File: config.mk
export PLATFORM = sky130hd
export DESIGN_NAME = led_next_pattern
export DESIGN_NICKNAME = d
export VERILOG_FILES = /design/src/rtl/led_effect_pkg.sv /design/src/rtl/led_fill_drain_checker_next_pattern.sv
export SDC_FILE = /design/constraint.sdc
export NUM_CORES = 1
export LEC_CHECK = 0
export CORE_AREA = 10 10 47 49
export DETAILED_ROUTE_END_ITERATION = 6
export DIE_AREA = 0 0 57 59
export GPL_ROUTABILITY_DRIVEN = 0
export PLACE_DENSITY = 0.36
export SYNTH_ARGS = -nofsm -noshare
export SYNTH_HDL_FRONTEND = slang
export SYNTH_SLANG_ARGS = --single-unit
File: constraint.sdc
create_clock -name vclk -period 1
set_clock_uncertainty 0.2 [all_clocks]
set_input_delay 0.1 -clock vclk [all_inputs]
set_output_delay 0.1 -clock vclk [all_outputs]
set_load 0.01 [all_outputs]
File: src/rtl/led_effect_pkg.sv
// Shared definitions for the LED fill/drain effect blocks.
//   state_t    : checker tracking states (HUNT, LOCKED)
//   err_code_t : error codes reported on err_code
//   DIR_LR/RL  : direction coding shared by lr and dir
package led_effect_pkg;

   typedef enum logic {
      HUNT   = 1'b0,
      LOCKED = 1'b1
   } state_t;

   typedef enum logic [1:0] {
      ERR_NONE  = 2'b00,
      ERR_STEP  = 2'b01,
      ERR_STUCK = 2'b10,
      ERR_DIR   = 2'b11
   } err_code_t;

   localparam logic DIR_LR = 1'b1;
   localparam logic DIR_RL = 1'b0;

endpackage

File: src/rtl/led_fill_drain_checker_next_pattern.sv
// led_next_pattern: combinational shift rule of the fill/drain shifter.
//   cur      in  WIDTH : current LED pattern
//   dir      in  1     : DIR_LR shifts right from the left LED, DIR_RL shifts left
//   draining in  1     : 0 shifts a lit LED in, 1 shifts a dark LED in
//   nxt      out WIDTH : pattern expected on the next step
module led_next_pattern
   import led_effect_pkg::*;
#(
   parameter int unsigned WIDTH = 8
) (
   input  logic [WIDTH-1:0] cur,
   input  logic             dir,
   input  logic             draining,
   output logic [WIDTH-1:0] nxt
);

   always_comb begin
      nxt = '0;
      if (dir == DIR_LR) begin
         nxt = {~draining, cur[WIDTH-1:1]};
      end else begin
         nxt = {cur[WIDTH-2:0], ~draining};
      end
   end

endmodule

==> flow_summary.json <==
{
  "violations": "negative setup slack",
  "setup.worst_path.end_class": "output port",
  "critPathLaunchType": "input pin",
  "diodes": 0,
  "pre_cts_slack_ps": -848,
  "multi_input_area_um2": 108,
  "hold_viol_final": 0,
  "postCtsSetupRepairBufs": 0,
  "hpwlAfterDp_um": 576,
  "syn-cell-area_um2": 123,
  "ir_drop_v": 0.000118,
  "required_ps": 700,
  "status": "finished, violations left",
  "cpMaxStageDelayCell": "mux2_4",
  "hp-start": "draining",
  "max-slew-margin-rel_pct": 89.8,
  "drt_iter0_drc": 0,
  "dieHeight_um": 59,
  "grt-busiest-layer": "met2",
  "fmax_ghz": 0.961,
  "synth_cell_types": 6,
  "pwr-share-comb_pct": 100.0,
  "crit_family": "buffers and inverters",
  "cts_hold_buf": 0,
  "portBuffers": 18,
  "fp.dieW_um": 57,
  "vias_per_cell": 3.43,
  "setup_ws_ps": -40.5,
  "grt_use_met2_pct": 4.50,
  "switching_share_pct": 37.3,
  "first_pass_iters": 1,
  "area_growth_pct": 159,
  "syn_area_per_cell_um2": 10.2,
  "drc": 0,
  "fin_crit_sh_pct": 104,
  "worst-setup-path-type": "input pin to output port",
  "final_common_cell": "buf_6",
  "synth_top_cell_area_share_pct": 61.2,
  "finalInstanceArea_um2": 318,
  "core.rowCount": 14,
  "path_max_fanout": 5,
  "final_core_util_pct": 22.7,
  "finalSetupViolations": 5,
  "p_sw_mw": 0.0552,
  "path_cells": "buf_6 > buf_6 > mux2_4 > buf_6",
  "wl_um": 598,
  "ant_nets": 0,
  "syn_inst": 12,
  "p_per_area_nw_per_um2": 465,
  "grt_overflow": 0,
  "grt_setup_unrepaired": "true",
  "holdCritPathClass": "input pin to output port",
  "mostFrequentLayoutCells": "buf_6, mux2_4, dlygate4sd2_1",
  "worst_pin_slew_ps": 149,
  "grt_pass1_wl_um": 883,
  "vias": 161,
  "p_seq_share_pct": 0,
  "seq_cell_count": 0,
  "grt_pass1_vias": 187,
  "grtUsageTotal_pct": 3.10,
  "syn_nets": 22,
  "clock_buffers": 0,
  "synth_area_leaders": "mux2_4, mux2i_1, buf_6, inv_1, o21ai_0",
  "register_area_um2": 0,
  "wire_per_inst_um": 12.7,
  "drive_gt1_share_pct": 54.8,
  "pin_count": 18,
  "antenna_found_initial": 0,
  "coreArea_um2": 1400,
  "fin_nets": 43,
  "start_util_pct": 8.75,
  "ys_warn_count": 0,
  "cpPeakStageDelay_ps": 300,
  "synth_area_leader_cell": "mux2_4",
  "nFillCells": 169,
  "crit_arrival_ps": 740,
  "use_met3_pct": 1.93,
  "use_met1_pct": 4.00,
  "p_clk_share_pct": 0,
  "yosysSeqAreaShare_pct": 0,
  "setup.worst_path.start": "dir",
  "path_common_cell": "buf_6",
  "drv_cap": 0,
  "total_power_mw": 0.148,
  "setup_tns_ps": -180,
  "layout_min_cycle_time_ps": 1040,
  "dieArea_um2": 3360,
  "finalMaxSlewViolations": 0,
  "crit_buf_inv": 3,
  "dpl_cell_area_um2": 319,
  "grt_max_degree": 6,
  "p_int_mw": 0.0927,
  "p_leak_nw": 0.171
}
-- final cells by class --
cell class	count	area share (%)
repair buffers	20	57.5
multi-input cells	9	33.9
well taps	16	6.30
inverters	2	2.36
-- routing by layer --
metal	vias up	routed length (um)	share of wire, %
li1	79	-	-
met3	0	92	15
met4	0	0	0
met5	-	0	0
met1	62	320	54
met2	20	185	31
-- synthesized netlist by cell type --
library cell,instances
o21ai_0,1
inv_1,2
nand2_1,1
mux2i_1,2
buf_6,1
mux2_4,5
-- final timing paths --
check / to / slack, ps / cells after the start
worst max-delay path: nxt[1] / -40 / 4
worst min-delay path: nxt[7] / 420 / 3
-- through the flow --
stage / cells / hold WS [ps]
floorplan: 12 / 83.9
global placement: 46 / 1030
detailed placement: 46 / 1030
global route: 47 / 432
CTS: 47 / 431
finish: 47 / 421
-- power groups by stage --
stage	logic [mW]	registers, mW	clock network, mW
2_1_floorplan	0.0610	0	0
3_3_place_gp	0.158	0	0
3_5_place_dp	0.160	0	0
4_1_cts	0.150	0	0
5_1_grt	0.159	0	0
6_report	0.148	0	0
-- worst min-delay path, cell delays in order --
cell,delay (ps)
dlygate4sd2_1,210
mux2i_1,70
buf_2,140
-- kinds of logic (layout without fill, tap and decap cells) --
kind of cell,Yosys count,count (layout),share of synthesized area (%)
AOI/OAI and AO/OA,1,1,4.08
buffers and inverters,3,22,15.3
muxes,7,7,77.6
and+or+nand+nor,1,1,3.06
-- what timing repair did --
action / CTS / global route
setup endpoints to repair: 8 / 7
cloned: 1 / 0
resized for setup: 59 / 2
Note: power is estimated with default switching activity, not from simulation.
